File: src/rtl/vc_flow_scheduler_if.sv
// Purpose : FIFO-side handshake bundle for vc_flow_scheduler (empties, heads, occupancies, strobes, pauses).
// Latency : n/a (wiring only); valid_* lag pop_* by one cycle inside the scheduler.
// Backpr. : pause_* are the almost-full flags the scheduler derives from the occupancies carried here.
//
// Signals:
//   main_empty, vc0_empty, vc1_empty   FIFO empty flags            (slave -> master)
//   vc0_head_dest, vc1_head_dest       head word bit 5, 0=D0 1=D1  (slave -> master)
//   vc0/vc1/d0/d1_count                FIFO occupancies, CW bits   (slave -> master)
//   pop_main, pop_vc0, pop_vc1         read strobes                (master -> slave)
//   valid_main, valid_vc0, valid_vc1   registered read strobes     (master -> slave)
//   pause_vc0/vc1/d0/d1                almost-full flags           (master -> slave)
interface vc_flow_scheduler_if #(
  parameter int CW = 4
);
  logic          main_empty;
  logic          vc0_empty;
  logic          vc1_empty;
  logic          vc0_head_dest;
  logic          vc1_head_dest;
  logic [CW-1:0] vc0_count;
  logic [CW-1:0] vc1_count;
  logic [CW-1:0] d0_count;
  logic [CW-1:0] d1_count;
  logic          pop_main;
  logic          valid_main;
  logic          pop_vc0;
  logic          pop_vc1;
  logic          valid_vc0;
  logic          valid_vc1;
  logic          pause_vc0;
  logic          pause_vc1;
  logic          pause_d0;
  logic          pause_d1;

  // Scheduler side.
  modport master (
    input  main_empty, vc0_empty, vc1_empty,
    input  vc0_head_dest, vc1_head_dest,
    input  vc0_count, vc1_count, d0_count, d1_count,
    output pop_main, valid_main, pop_vc0, pop_vc1, valid_vc0, valid_vc1,
    output pause_vc0, pause_vc1, pause_d0, pause_d1
  );

  // FIFO / datapath side.
  modport slave (
    output main_empty, vc0_empty, vc1_empty,
    output vc0_head_dest, vc1_head_dest,
    output vc0_count, vc1_count, d0_count, d1_count,
    input  pop_main, valid_main, pop_vc0, pop_vc1, valid_vc0, valid_vc1,
    input  pause_vc0, pause_vc1, pause_d0, pause_d1
  );
endinterface

File: src/rtl/vc_flow_scheduler.sv
// Purpose : flow controller for Main -> demux -> VC0/VC1 -> mux -> D0/D1; sequencing FSM, pops, pauses, weighted RR.
// Latency : pops and pauses are combinational; valid_* follow pop_* by one clock.
// Backpr. : pop_main stalls while either VC FIFO is almost full; a VC is skipped while its head's destination is almost full.
//
// Ports:
//   clk, reset_L          clock; synchronous active-low reset
//   init, afull_thr_in    hold/enter INIT and load the almost-full threshold (0 or >DEPTH loads DEPTH)
//   fifo (master)         FIFO status in, pop/valid/pause out (see vc_flow_scheduler_if)
//   afull_thr, state      active threshold; one-hot state RESET=0001 INIT=0010 IDLE=0100 ACTIVE=1000
//   grant_cnt_d0/d1       per-destination VC grant counters, present only with SCHED_STATS_EN defined
module vc_flow_scheduler #(
  parameter  int DEPTH      = 8,
  parameter  int VC0_WEIGHT = 2,
  parameter  int AFULL_DEF  = 6,
  localparam int CW         = $clog2(DEPTH + 1)
) (
  input  logic                 clk,
  input  logic                 reset_L,
  input  logic                 init,
  input  logic [CW-1:0]        afull_thr_in,
  vc_flow_scheduler_if.master  fifo,
  output logic [CW-1:0]        afull_thr,
  output logic [3:0]           state
`ifdef SCHED_STATS_EN
  ,
  output logic [7:0]           grant_cnt_d0,
  output logic [7:0]           grant_cnt_d1
`endif
);

  typedef enum logic [3:0] {
    ST_RESET  = 4'b0001,
    ST_INIT   = 4'b0010,
    ST_IDLE   = 4'b0100,
    ST_ACTIVE = 4'b1000
  } state_t;

  localparam logic [CW-1:0] DEPTH_C  = CW'(DEPTH);
  localparam logic [CW-1:0] AFULL_C  = CW'(AFULL_DEF);
  localparam logic [2:0]    WEIGHT_C = 3'(VC0_WEIGHT);

  state_t        state_q;
  state_t        state_d;
  logic [2:0]    wcnt_q;
  logic [2:0]    wcnt_d;
  logic          any_pending;
  logic [CW-1:0] thr_clamped;

  logic pause_vc0_c, pause_vc1_c, pause_d0_c, pause_d1_c;
  logic pop_main_c, grant0, grant1;
  logic elig0, elig1;
  logic valid_main_q, valid_vc0_q, valid_vc1_q;

  assign any_pending = !fifo.main_empty || !fifo.vc0_empty || !fifo.vc1_empty;

  // A zero or oversized threshold would either pause forever or never pause
  // on a full FIFO; DEPTH keeps the path moving and still pauses when full.
  assign thr_clamped = (afull_thr_in == '0 || afull_thr_in > DEPTH_C) ? DEPTH_C : afull_thr_in;

  // ---------------------------------------------------------------- FSM: state register
  always_ff @(posedge clk) begin
    if (!reset_L) begin
      state_q <= ST_RESET;
    end else begin
      state_q <= state_d;
    end
  end

  // ---------------------------------------------------------------- FSM: next state
  always_comb begin
    state_d = state_q;
    if (state_q == ST_RESET) begin
      state_d = ST_INIT;
    end else if (init) begin
      state_d = ST_INIT;
    end else begin
      case (state_q)
        ST_INIT:   state_d = ST_IDLE;
        ST_IDLE:   if (any_pending) state_d = ST_ACTIVE;
        ST_ACTIVE: if (!any_pending) state_d = ST_IDLE;
        default:   state_d = ST_RESET;
      endcase
    end
  end

  // ---------------------------------------------------------------- FSM: outputs
  always_comb begin
    pause_vc0_c = 1'b0;
    pause_vc1_c = 1'b0;
    pause_d0_c  = 1'b0;
    pause_d1_c  = 1'b0;
    pop_main_c  = 1'b0;
    elig0       = 1'b0;
    elig1       = 1'b0;
    grant0      = 1'b0;
    grant1      = 1'b0;
    // Default clear covers VC1 grants, VC1 not eligible and non-ACTIVE states.
    wcnt_d      = 3'd0;

    if (state_q != ST_RESET) begin
      pause_vc0_c = (fifo.vc0_count >= afull_thr);
      pause_vc1_c = (fifo.vc1_count >= afull_thr);
      pause_d0_c  = (fifo.d0_count  >= afull_thr);
      pause_d1_c  = (fifo.d1_count  >= afull_thr);
    end

    if (state_q == ST_ACTIVE) begin
      // The demux may route to either VC, so both must have room.
      pop_main_c = !fifo.main_empty && !pause_vc0_c && !pause_vc1_c;
      elig0 = !fifo.vc0_empty && !(fifo.vc0_head_dest ? pause_d1_c : pause_d0_c);
      elig1 = !fifo.vc1_empty && !(fifo.vc1_head_dest ? pause_d1_c : pause_d0_c);

      if (elig0 && elig1) begin
        if (wcnt_q < WEIGHT_C) begin
          grant0 = 1'b1;
          wcnt_d = wcnt_q + 3'd1;
        end else begin
          grant1 = 1'b1;
        end
      end else if (elig0) begin
        grant0 = 1'b1;
      end else if (elig1) begin
        grant1 = 1'b1;
      end
    end
  end

  // ---------------------------------------------------------------- datapath registers
  always_ff @(posedge clk) begin
    if (!reset_L) begin
      afull_thr    <= AFULL_C;
      wcnt_q       <= 3'd0;
      valid_main_q <= 1'b0;
      valid_vc0_q  <= 1'b0;
      valid_vc1_q  <= 1'b0;
    end else begin
      valid_main_q <= pop_main_c;
      valid_vc0_q  <= grant0;
      valid_vc1_q  <= grant1;
      wcnt_q       <= wcnt_d;
      if (state_q == ST_INIT) begin
        afull_thr <= thr_clamped;
      end
    end
  end

  assign state           = state_q;
  assign fifo.pop_main   = pop_main_c;
  assign fifo.pop_vc0    = grant0;
  assign fifo.pop_vc1    = grant1;
  assign fifo.valid_main = valid_main_q;
  assign fifo.valid_vc0  = valid_vc0_q;
  assign fifo.valid_vc1  = valid_vc1_q;
  assign fifo.pause_vc0  = pause_vc0_c;
  assign fifo.pause_vc1  = pause_vc1_c;
  assign fifo.pause_d0   = pause_d0_c;
  assign fifo.pause_d1   = pause_d1_c;

  // ---------------------------------------------------------------- grant statistics
`ifdef SCHED_STATS_EN
  logic hit_d0;
  logic hit_d1;

  // Only one VC is granted per cycle, so at most one counter steps.
  assign hit_d0 = (grant0 && !fifo.vc0_head_dest) || (grant1 && !fifo.vc1_head_dest);
  assign hit_d1 = (grant0 &&  fifo.vc0_head_dest) || (grant1 &&  fifo.vc1_head_dest);

  always_ff @(posedge clk) begin
    if (!reset_L || state_q == ST_INIT) begin
      grant_cnt_d0 <= 8'd0;
      grant_cnt_d1 <= 8'd0;
    end else begin
      if (hit_d0 && grant_cnt_d0 != 8'hFF) grant_cnt_d0 <= grant_cnt_d0 + 8'd1;
      if (hit_d1 && grant_cnt_d1 != 8'hFF) grant_cnt_d1 <= grant_cnt_d1 + 8'd1;
    end
  end
`else
  // Statistics build option off: no grant counters.
`endif

endmodule

File: src/flat_wrapper.sv
// flat-port wrapper written by rule: the top's interface ports become plain ports
module vc_flow_scheduler_flat 
#(
  parameter  int DEPTH      = 8,
  parameter  int VC0_WEIGHT = 2,
  parameter  int AFULL_DEF  = 6,
  localparam int CW         = $clog2(DEPTH + 1)
)
  (clk, reset_L, init, afull_thr_in, afull_thr, state, fifo_main_empty, fifo_vc0_empty, fifo_vc1_empty, fifo_vc0_head_dest, fifo_vc1_head_dest, fifo_vc0_count, fifo_vc1_count, fifo_d0_count, fifo_d1_count, fifo_pop_main, fifo_valid_main, fifo_pop_vc0, fifo_pop_vc1, fifo_valid_vc0, fifo_valid_vc1, fifo_pause_vc0, fifo_pause_vc1, fifo_pause_d0, fifo_pause_d1);
  vc_flow_scheduler_if fifo_i ();
  input  logic clk;
  input  logic reset_L;
  input  logic init;
  input  logic [CW-1:0] afull_thr_in;
  output logic [CW-1:0] afull_thr;
  output logic [3:0] state;
  input wire logic [$bits(fifo_i.main_empty)-1:0] fifo_main_empty;
  input wire logic [$bits(fifo_i.vc0_empty)-1:0] fifo_vc0_empty;
  input wire logic [$bits(fifo_i.vc1_empty)-1:0] fifo_vc1_empty;
  input wire logic [$bits(fifo_i.vc0_head_dest)-1:0] fifo_vc0_head_dest;
  input wire logic [$bits(fifo_i.vc1_head_dest)-1:0] fifo_vc1_head_dest;
  input wire logic [$bits(fifo_i.vc0_count)-1:0] fifo_vc0_count;
  input wire logic [$bits(fifo_i.vc1_count)-1:0] fifo_vc1_count;
  input wire logic [$bits(fifo_i.d0_count)-1:0] fifo_d0_count;
  input wire logic [$bits(fifo_i.d1_count)-1:0] fifo_d1_count;
  output wire logic [$bits(fifo_i.pop_main)-1:0] fifo_pop_main;
  output wire logic [$bits(fifo_i.valid_main)-1:0] fifo_valid_main;
  output wire logic [$bits(fifo_i.pop_vc0)-1:0] fifo_pop_vc0;
  output wire logic [$bits(fifo_i.pop_vc1)-1:0] fifo_pop_vc1;
  output wire logic [$bits(fifo_i.valid_vc0)-1:0] fifo_valid_vc0;
  output wire logic [$bits(fifo_i.valid_vc1)-1:0] fifo_valid_vc1;
  output wire logic [$bits(fifo_i.pause_vc0)-1:0] fifo_pause_vc0;
  output wire logic [$bits(fifo_i.pause_vc1)-1:0] fifo_pause_vc1;
  output wire logic [$bits(fifo_i.pause_d0)-1:0] fifo_pause_d0;
  output wire logic [$bits(fifo_i.pause_d1)-1:0] fifo_pause_d1;
  assign fifo_i.main_empty = fifo_main_empty;
  assign fifo_i.vc0_empty = fifo_vc0_empty;
  assign fifo_i.vc1_empty = fifo_vc1_empty;
  assign fifo_i.vc0_head_dest = fifo_vc0_head_dest;
  assign fifo_i.vc1_head_dest = fifo_vc1_head_dest;
  assign fifo_i.vc0_count = fifo_vc0_count;
  assign fifo_i.vc1_count = fifo_vc1_count;
  assign fifo_i.d0_count = fifo_d0_count;
  assign fifo_i.d1_count = fifo_d1_count;
  assign fifo_pop_main = fifo_i.pop_main;
  assign fifo_valid_main = fifo_i.valid_main;
  assign fifo_pop_vc0 = fifo_i.pop_vc0;
  assign fifo_pop_vc1 = fifo_i.pop_vc1;
  assign fifo_valid_vc0 = fifo_i.valid_vc0;
  assign fifo_valid_vc1 = fifo_i.valid_vc1;
  assign fifo_pause_vc0 = fifo_i.pause_vc0;
  assign fifo_pause_vc1 = fifo_i.pause_vc1;
  assign fifo_pause_d0 = fifo_i.pause_d0;
  assign fifo_pause_d1 = fifo_i.pause_d1;
  vc_flow_scheduler #(.DEPTH(DEPTH), .VC0_WEIGHT(VC0_WEIGHT), .AFULL_DEF(AFULL_DEF)) u_core (.clk(clk), .reset_L(reset_L), .init(init), .afull_thr_in(afull_thr_in), .fifo(fifo_i), .afull_thr(afull_thr), .state(state));
endmodule
File: config.mk
export PLATFORM = sky130hd
export DESIGN_NAME = vc_flow_scheduler_flat
export DESIGN_NICKNAME = d
export VERILOG_FILES = /design/src/rtl/vc_flow_scheduler_if.sv /design/src/rtl/vc_flow_scheduler.sv /design/src/flat_wrapper.sv
export SDC_FILE = /design/constraint.sdc
export NUM_CORES = 1
export LEC_CHECK = 0
export ABC_CLOCK_PERIOD_IN_PS = 7700
export CELL_PAD_IN_SITES_DETAIL_PLACEMENT = 1
export CELL_PAD_IN_SITES_GLOBAL_PLACEMENT = 2
export CORE_MARGIN = 1.5
export CORE_UTILIZATION = 24
export DETAILED_ROUTE_END_ITERATION = 10
export PLACE_DENSITY = 0.93
export SYNTH_ARGS = -nofsm -noshare
export SYNTH_HDL_FRONTEND = slang
export SYNTH_SLANG_ARGS = --single-unit
export TNS_END_PERCENT = 30
File: constraint.sdc
create_clock -name clk -period 7.7 [get_ports clk]
set_input_delay 1.54 -clock clk [delete_from_list [all_inputs] [get_ports clk]]
set_output_delay 1.54 -clock clk [all_outputs]
set_load 0.005 [all_outputs]
==> results of run 1 <==
==> stage by stage <==
step	total power [mW]	worst slack, ps
after global placement	0.1381	1866
after floorplan	0.1074	2951
after global routing	0.2258	1377
after CTS	0.2137	1571
final	0.2112	1608
after detailed placement	0.1422	1590
==> cell type report <==
| type | count | area (um2) | area share, % |
|---|---|---|---|
| clock buffers | 4 | 55.05 | 3.503 |
| inverters | 13 | 48.80 | 3.105 |
| multi-input cells | 89 | 674.4 | 42.91 |
| flip-flops and latches | 14 | 280.3 | 17.83 |
| well taps | 50 | 62.56 | 3.981 |
| repair buffers | 45 | 450.4 | 28.66 |
==> worst max-delay path, stage by stage <==
cell             delay [ps]
clkdlybuf4s50_1         450
inv_1                    40
ha_1                    270
nand2b_1                130
a2111oi_0               950
nor3_1                  230
nor3_1                  270
and2_1                  170
clkdlybuf4s50_1         490
==> power by group through the flow <==
stage	clock, mW	sequential (mW)	combinational (mW)
2_1_floorplan	0	0.0784	0.0290
5_1_grt	0.0784	0.0775	0.0700
4_1_cts	0.0727	0.0773	0.0637
6_report	0.0712	0.0771	0.0629
3_5_place_dp	0	0.0788	0.0633
3_3_place_gp	0	0.0786	0.0595
==> per-layer routing <==
metal / global-route usage, % / vias to the layer above
met3: 3.783 / 2
met4: 4.750 / 0
li1: - / 521
met1: 15.54 / 477
met2: 26.21 / 33
met5: 0 / -
==> final timing paths <==
check / slack (ps) / cells past startpoint / endpoint / startpoint
max: 1610 / 9 / fifo_pop_vc1 / fifo_d1_count[0]
min: 430 / 1 / u_core.wcnt_q[0] / u_core.wcnt_q[0]
max reg2reg: 5070 / 6 / u_core.wcnt_q[2] / u_core.afull_thr[0]
min reg2reg: 430 / 1 / u_core.wcnt_q[0] / u_core.wcnt_q[0]
==> placed cells by master (no fill, tap or decap), types with 3 or more instances in the layout <==
cell type,count
nor3_1,6
clkdlybuf4s50_1,45
ha_1,17
clkbuf_8,4
nand2_1,6
dfxtp_1,14
a21o_1,6
a211oi_1,3
or4b_1,3
a21oi_1,4
nand2b_1,3
nor2_1,11
inv_1,13
==> sequential cells by signal, indices dropped and copies added, names as in the netlist <==
| name | cells |
|---|---|
| u_core.wcnt_q | 3 |
| u_core.fifo.valid_main | 1 |
| u_core.state | 4 |
| u_core.fifo.valid_vc0 | 1 |
| u_core.afull_thr | 4 |
| u_core.fifo.valid_vc1 | 1 |
==> logic make-up (layout without fill, tap and decap cells) <==
group	count (synthesis)	count (layout)	synth area share [%]
simple gates	42	42	23.86
fa+ha+maj	17	17	21.01
flops	14	14	27.69
compound gates	28	28	20.03
buf+inv	15	62	5.686
xor+xnor	2	2	1.731
==> metrics, run 1 <==
status=complete, no violations; crit path launch type=input pin; predominant post-synthesis flop cell=dfxtp_1; share of the synthesized area in the top cell type=between 20% and 30%; Leak=approximately 0.7 nW; core area=4029 um2; Netlist cell types=36; setup TNS=0 ps; vias in the first global route=approximately 1.1k; Placement Cell Area=1516 um2; top sig layer=met4; Cell Pwr Density=approximately 130 nW/um2; slew margin rel.=roughly a quarter; final clock skew=around 1.6 ps; Synth area leaders=dfxtp_1 (28%), ha_1 (21%), inv_1 (4.8%), a21o_1 (4.4%), nor2_1 (4.1%); mean routed wirelength per cell=~15 um; syn nets=around 160; CP Capture Type=output port; Yosys Warn Count=0; total die area=between 4000 and 5000 um2; Detailed Route WL=between 3000 and 4000 um; # DRC=0; CTS buffer count=3; Starting Density=25.12%; Final Hold Slack=between 400 and 500 ps; Avg Cell Area, Syn=8.578 um2; Die Height=roughly 68 um; CTS tree=yes; Post-synth top cells=ha_1 (17), dfxtp_1 (14), inv_1 (13); Max-Cap Viols=0; Synth-to-Final Area Change=55.25%; Setup CP Type=input pin to output port; Sink Count=14; total track usage=~14%; sw frac=26.46%; Vias per Instance=a little under 5; FILL cells=484; sequential area share after synthesis=roughly 28%; routed length on met1=1339 um; largest net degree at the start of global routing=11; metal3 WL=approximately 220 um; final period utilization=79.12%; internal power=0.1553 mW; cell area after layout=about 1600 um2; dpl hpwl=roughly 2700 um; Final Max Tran Viols=0; post-route ant nets=0; row cnt=23; Psw=about 0.056 mW; total gr overflow=0; first-pass GRT wire length=slightly below 5000 um; quantity of I/O buffers inserted on ports=45; Final Instance Count excl. Fillers=215; Clk pwr share=roughly 34%; # placed instances=between 200 and 250; initial antenna violation count=0; Crit Path Max Fanout=4; Tmin final=slightly above 6000 ps; post-synthesis async set-or-reset flop share=0%; DR iter-0 viols=29; type of the most critical hold path=flop to flop; most numerous cell in the Yosys netlist=ha_1; Clock Latency Late Sink=between 200 and 250 ps; Final Hold Vio Count=0; CP arrival=4550 ps; Vias=a little over 1k; EDFF count, synth=0; fin nets=211; antenna cell count=0; fmax=between 150 and 200 MHz; #FFs+latches synth=14; die width=roughly 68 um; worst slew pin tran=1080 ps; Seq pwr share=between 30% and 40%; Synth area leader=dfxtp_1; setup bufs post-CTS=0; drt pass-1 iters=3; Root Buffer=clkbuf_8; htree depth=1; Final GP Congestion=0.7650; Top Ports=46; Syn Std Cell Area=between 1000 and 1500 um2; Hold-fix buffers, CTS=0; Req. time, crit path=6160 ps; share of cells above drive strength 1=slightly above 6%; fin util=between 30% and 40%; met2 wire length=between 1500 and 2000 um; Post-CTS Resized=0; Reg clk slew, reported paths=~60 ps; clock buffer depth=2; Setup-failing EPs final=0; Gate power share=29.8%; RSZ-0062 raised after global routing=no; Mapped Cells=approximately 120; worst vdd ir=roughly 43 uV
(Power assumes the default switching activity.)
==> run 2: changes to the inputs <==
- ABC_CLOCK_PERIOD_IN_PS: 7700 -> 5800
- CORE_UTILIZATION: 24 -> 22
- PLACE_DENSITY: 0.93 -> 0.87
- clock period: 7.7 -> 5.8 ns (I/O delays scaled with it)
==> run 2 against run 1 <==
Effect of this change: worst setup slack got worse by 600 ps; clock power increased by 5.1%; global-route usage decreased by 1.5 points; clock skew decreased by 0.80 ps; sequential cell count unchanged; clock-buffer cell count decreased by 1; critical path depth increased by 1; cell area decreased by 0.24%; combinational power increased by 33%; wire length decreased by 0.22%; register-to-register slack got worse by 1400 ps; critical endpoint is now fifo_pop_vc0; largest power group unchanged; highest routed layer unchanged.
==> metrics, run 2 (synthesized netlist as in run 1, its figures left out) <==
Cell Pwr Density=166.5 nW/um2 (+24%); internal power=0.1928 mW (+24%); clock buffer depth=2 (unchanged); crit path launch type=input pin; total die area=5017 um2 (+8.7%); cell area after layout=1568 um2 (-0.24%); CP Cell Sequence=clkdlybuf4s50_1 -> inv_1 -> ha_1 -> nand2b_1 -> a2111oi_0 -> buf_4 -> nor3_1 -> a21o_1 -> a31oi_1 -> clkdlybuf4s50_1; met2 wire length=1506 um (-4.4%); Sink Count=14 (unchanged); Reg clk slew, reported paths=50 ps (about the same); Crit Path Max Fanout=4 (unchanged); share of cells above drive strength 1=6.061% (unchanged); Hold-fix buffers, CTS=0 (unchanged); status=complete, no violations; CP delay by family, top=buffers and inverters; drt pass-1 iters=4 (+1); DP Worst Slack=1011 ps (-579.6 ps); top sig layer=met4; Seq pwr share=39.2% (+2.7 points); slowest CP cell=clkdlybuf4s50_1; Final Hold Vio Count=0 (unchanged); fmax=about 210 MHz; Detailed Route WL=3136 um (-0.22%); Die Height=70.83 um (+4.3%); Psw=0.06827 mW (+22%); dpl hpwl=2703 um (-0.54%); RR Endpoint=u_core.wcnt_q[0]; final clock skew=0.8086 ps (-0.8047 ps); Root Buffer=clkbuf_8; CTS buffer count=3 (unchanged); CP arrival=3630 ps (-920 ps); setup bufs post-CTS=0 (unchanged); post-route ant nets=0 (unchanged); Leak=0.6872 nW (-0.30%); Final Max Tran Viols=0 (unchanged); routed length on met1=1318 um (-1.6%); vias in the first global route=1,101 (-1.3%); Clock Latency Late Sink=230 ps (about the same); CP max stage delay=520 ps (-430 ps); initial antenna violation count=0 (unchanged); fin nets=212 (+0.47%); Final GP Congestion=0.8198 (+7.2%); Tmin final=between 4000 and 5000 ps; Top Ports=46 (unchanged); # DRC=0 (unchanged); metal3 WL=261 um (+19%); worst setup margin=1007 ps (-601.2 ps); CTS tree=yes; worst slew pin tran=563.4 ps (-517.0 ps); Post-CTS Resized=0 (unchanged); die width=70.83 um (+4.3%); row cnt=24 (+4.3%); most frequent cells in the layout=clkdlybuf4s50_1 (45), ha_1 (17), dfxtp_1 (14); Reg2Reg Depth=7 (+1); slew margin rel.=62.34% (+36 points); Worst Min Path Start=u_core.wcnt_q[0]; total track usage=12.74% (-1.5 points); sw frac=26.15% (-0.31 points); Vias=1,047 (+1.4%); worst vdd ir=83.43 uV (+93%); DR iter-0 viols=22 (-24%); worst r2r src=u_core.afull_thr[0]; largest net degree at the start of global routing=11 (unchanged); CP Capture Type=output port; type of the most critical hold path=flop to flop; Starting Density=23.09% (-2.0 points); htree depth=1 (unchanged); Hold Path Sink=u_core.wcnt_q[0]; Placement Cell Area=1526 um2 (+0.66%); quantity of I/O buffers inserted on ports=45 (unchanged); Gate power share=32.1% (+2.3 points); most used cell, CP=clkdlybuf4s50_1; Req. time, crit path=4640 ps (-1520 ps); Synth-to-Final Area Change=54.88%; final period utilization=82.64%; total gr overflow=0 (unchanged); buffers plus inverters on the worst setup path=4 (+1); antenna cell count=0 (unchanged); commonest non-fill, non-tap cell in the layout=clkdlybuf4s50_1; Clk pwr share=28.7% (-5.0 points); setup TNS=0 ps (unchanged); Setup-failing EPs final=0 (unchanged); hold-critical path depth=1 (unchanged); first-pass GRT wire length=5223 um (+5.7%); Max-Cap Viols=0 (unchanged); Setup CP Type=input pin to output port; core area=4384 um2 (+8.8%); Vias per Instance=4.825 (+0.42%); Reg2Reg Setup Slack=3630 ps (-1440 ps); RSZ-0062 raised after global routing=no; mean routed wirelength per cell=14.45 um (-1.1%)
## run 2: cell type report
class / instances / area [um2]
multi-input cells: 89 / 674.4
flip-flops and latches: 14 / 280.3
repair buffers: 46 / 457.9
well taps: 52 / 65.06
fillers: 512 / 2816
inverters: 13 / 48.80
clock buffers: 3 / 41.29
## run 2: metal layers
metal / GRT usage [%] / vias to the layer above
met5: 0 / -
met4: 3.564 / 0
met3: 3.989 / 4
met2: 21.91 / 43
met1: 15.29 / 477
li1: - / 523
## run 2: power by group through the flow
stage	Sequential (mW)	Clock (mW)	Combinational, mW
floorplan	0.104	0	0.0385
global placement	0.104	0	0.0806
detailed placement	0.105	0	0.0842
CTS	0.102	0.0783	0.0846
global route	0.103	0.0837	0.0929
finish	0.102	0.0748	0.0839
## run 2: how the worst max path moves through the flow
stage,start,end,slack [ps],cells after the start
3_3_place_gp,fifo_d1_count[0],fifo_pop_vc0,1040,10
2_1_floorplan,fifo_d1_count[0],fifo_pop_vc0,1810,7
6_report,fifo_d1_count[0],fifo_pop_vc0,1010,10
4_1_cts,fifo_d1_count[0],fifo_pop_vc1,980,10
5_1_grt,fifo_d1_count[0],fifo_pop_vc1,810,10
3_5_place_dp,fifo_d1_count[0],fifo_pop_vc1,1010,10
## run 2: stage by stage
stage / util [%] / total power [mW] / instances / hold WS (ps)
after floorplan: - / 0.1426 / 118 / 396.0
after global placement: 34.82 / 0.1850 / 214 / 404.5
after detailed placement: 34.82 / 0.1887 / 214 / 443.4
after CTS: 35.76 / 0.2654 / 217 / 451.9
after global routing: 35.76 / 0.2795 / 217 / 500.6
final: 35.76 / 0.2611 / 217 / 447.9
==> run 3: changes to the inputs <==
- ABC_CLOCK_PERIOD_IN_PS: 5800 -> 4200
- CORE_UTILIZATION: 22 -> 20
- PLACE_DENSITY: 0.87 -> 0.84
- clock period: 5.8 -> 4.2 ns (I/O delays scaled with it)
==> run 3 against run 2 <==
Effect of this change: die area rose by 9.6%; combinational power rose by 44%; clock skew barely moved; utilization fell by 1.7 points; wire length rose by 0.54%.
==> metrics, run 3 (synthesized netlist as in run 1, its figures left out) <==
crit path launch type=input pin; Setup CP Type=input pin to output port; Reg clk slew, reported paths=60 ps (about the same); Req. time, crit path=3360 ps (-1280 ps); Setup-failing EPs final=0 (unchanged); Synth-to-Final Area Change=60.94%; die width=74.14 um (+4.7%); # DRC=0 (unchanged); CP max stage delay=570 ps (+50 ps); Top Ports=46 (unchanged); Final Hold Vio Count=0 (unchanged); share of cells above drive strength 1=7.784% (+1.7 points); worst slew pin tran=539.4 ps (-23.99 ps); # placed instances=230 (+7.5%); worst vdd ir=167.4 uV (+100%); Vias per Instance=4.444 (-7.9%); Die Height=74.14 um (+4.7%); htree depth=1 (unchanged); Detailed Route WL=3153 um (+0.54%); Clock Latency Late Sink=240 ps (about the same); slew margin rel.=63.94% (+1.6 points); Crit Path Max Fanout=2 (-2); mean routed wirelength per cell=13.47 um (-6.8%); Cell Pwr Density=241.6 nW/um2 (+45%); Final Instance Count excl. Fillers=234 (+7.8%); initial antenna violation count=0 (unchanged); Max-Cap Viols=0 (unchanged); first-pass GRT wire length=5209 um (-0.27%); Root Buffer=clkbuf_8; CTS buffer count=3 (unchanged); RSZ-0062 raised after global routing=yes; drt pass-1 iters=2 (-2); total gr overflow=0 (unchanged); CTS tree=yes; setup TNS=0 ps (unchanged); total die area=5497 um2 (+9.6%); Starting Density=21.15% (-1.9 points); type of the most critical hold path=flop to flop; post-route ant nets=0 (unchanged); largest net degree at the start of global routing=11 (unchanged); Hold-fix buffers, CTS=0 (unchanged); vias in the first global route=1,160 (+5.4%); total track usage=12.16% (-0.57 points); fmax=244.4 MHz; final clock skew=0.4651 ps (-0.3435 ps); Final Max Tran Viols=0 (unchanged); CP Cell Sequence=clkdlybuf4s50_1 -> inv_1 -> ha_1 -> nand2b_1 -> a21o_1 -> a21o_1 -> a211o_1 -> a211oi_1 -> clkdlybuf4s50_1; setup bufs post-CTS=0 (unchanged); Tmin final=between 4000 and 5000 ps; Placement Cell Area=1553 um2 (+1.7%); quantity of I/O buffers inserted on ports=45 (unchanged); Leak=0.7209 nW (+4.9%); Final GP Congestion=0.7836 (-4.4%); slowest CP cell=clkdlybuf4s50_1; most frequent cells in the layout=clkdlybuf4s50_1 (44), ha_1 (17), dfxtp_1 (14); antenna cell count=0 (unchanged); CP Capture Type=output port; commonest non-fill, non-tap cell in the layout=clkdlybuf4s50_1; fin util=34.04% (-1.7 points); row cnt=25 (+4.2%); core area=4786 um2 (+9.2%); dpl hpwl=2712 um (+0.32%); Vias=1,040 (-0.67%); cell area after layout=1629 um2 (+3.9%); fin nets=213 (+0.47%); CP arrival=3250 ps (-380 ps); clock buffer depth=2 (unchanged); status=complete, no violations; final period utilization=between 90% and 100%; DR iter-0 viols=22 (unchanged); Sink Count=14 (unchanged)
## run 3: cell count changes in the layout (fill, tap and decap cells not counted), sizes merged
cell and change:
clkdlybuf4s50 -1, dlymetal6s2s +1, clkbuf +1, buf +1
## run 3: what timing repair did
action,in CTS,in global routing
resized for setup,1,3
endpoints found under the setup margin,1,2
gates cloned,0,0
## run 3: final cells by class
class	count	area (um2)
Tap cell	67	83.83
Multi-Input combinational cell	89	693.2
Inverter	13	48.80
Sequential cell	14	280.3
Fill cell	561	3157
Clock buffer	4	55.05
Timing Repair Buffer	47	467.9
## run 3: final timing paths
check	cells after the start	slack, ps	end	startpoint
worst min register to register	1	440	u_core.wcnt_q[0]	u_core.wcnt_q[0]
worst max register to register	6	2100	u_core.wcnt_q[2]	u_core.afull_thr[0]
worst min-delay path	1	440	u_core.wcnt_q[0]	u_core.wcnt_q[0]
worst max-delay path	9	110	fifo_pop_main	fifo_vc1_count[0]
## run 3: worst max-delay path, delay by kind of cell
family                     cells  cell delay [ps]
and+or+nand+nor                1              140
buffers and inverters          3             1070
AOI/OAI and AO/OA              4              930
adders and majority gates      1              270
## run 3: where the power goes
part           switching, mW  leakage [nW]  total [mW]  internal [mW]
Clock                 0.0483        0.0288       0.131         0.0830
Combinational         0.0506         0.578       0.121         0.0703
Sequential           0.00449         0.114       0.141          0.137
Total                  0.103         0.721       0.394          0.290
## run 3: per-stage QoR
step	total power [mW]	hold slack [ps]	setup slack (ps)
floorplan	0.1969	396.0	851.0
global placement	0.2581	404.7	27.03
detailed placement	0.2634	438.2	6.708
CTS	0.3952	446.7	3.987
global route	0.4217	460.8	-32.18
finish	0.3936	437.8	108.2
## run 3: metal layers
metal,global-route usage (%),routed length (um),up-vias
met3,2.981,156,2
met1,14.50,1470,476
met5,0,0,-
met2,22.02,1506,32
li1,-,-,530
met4,2.469,19,0
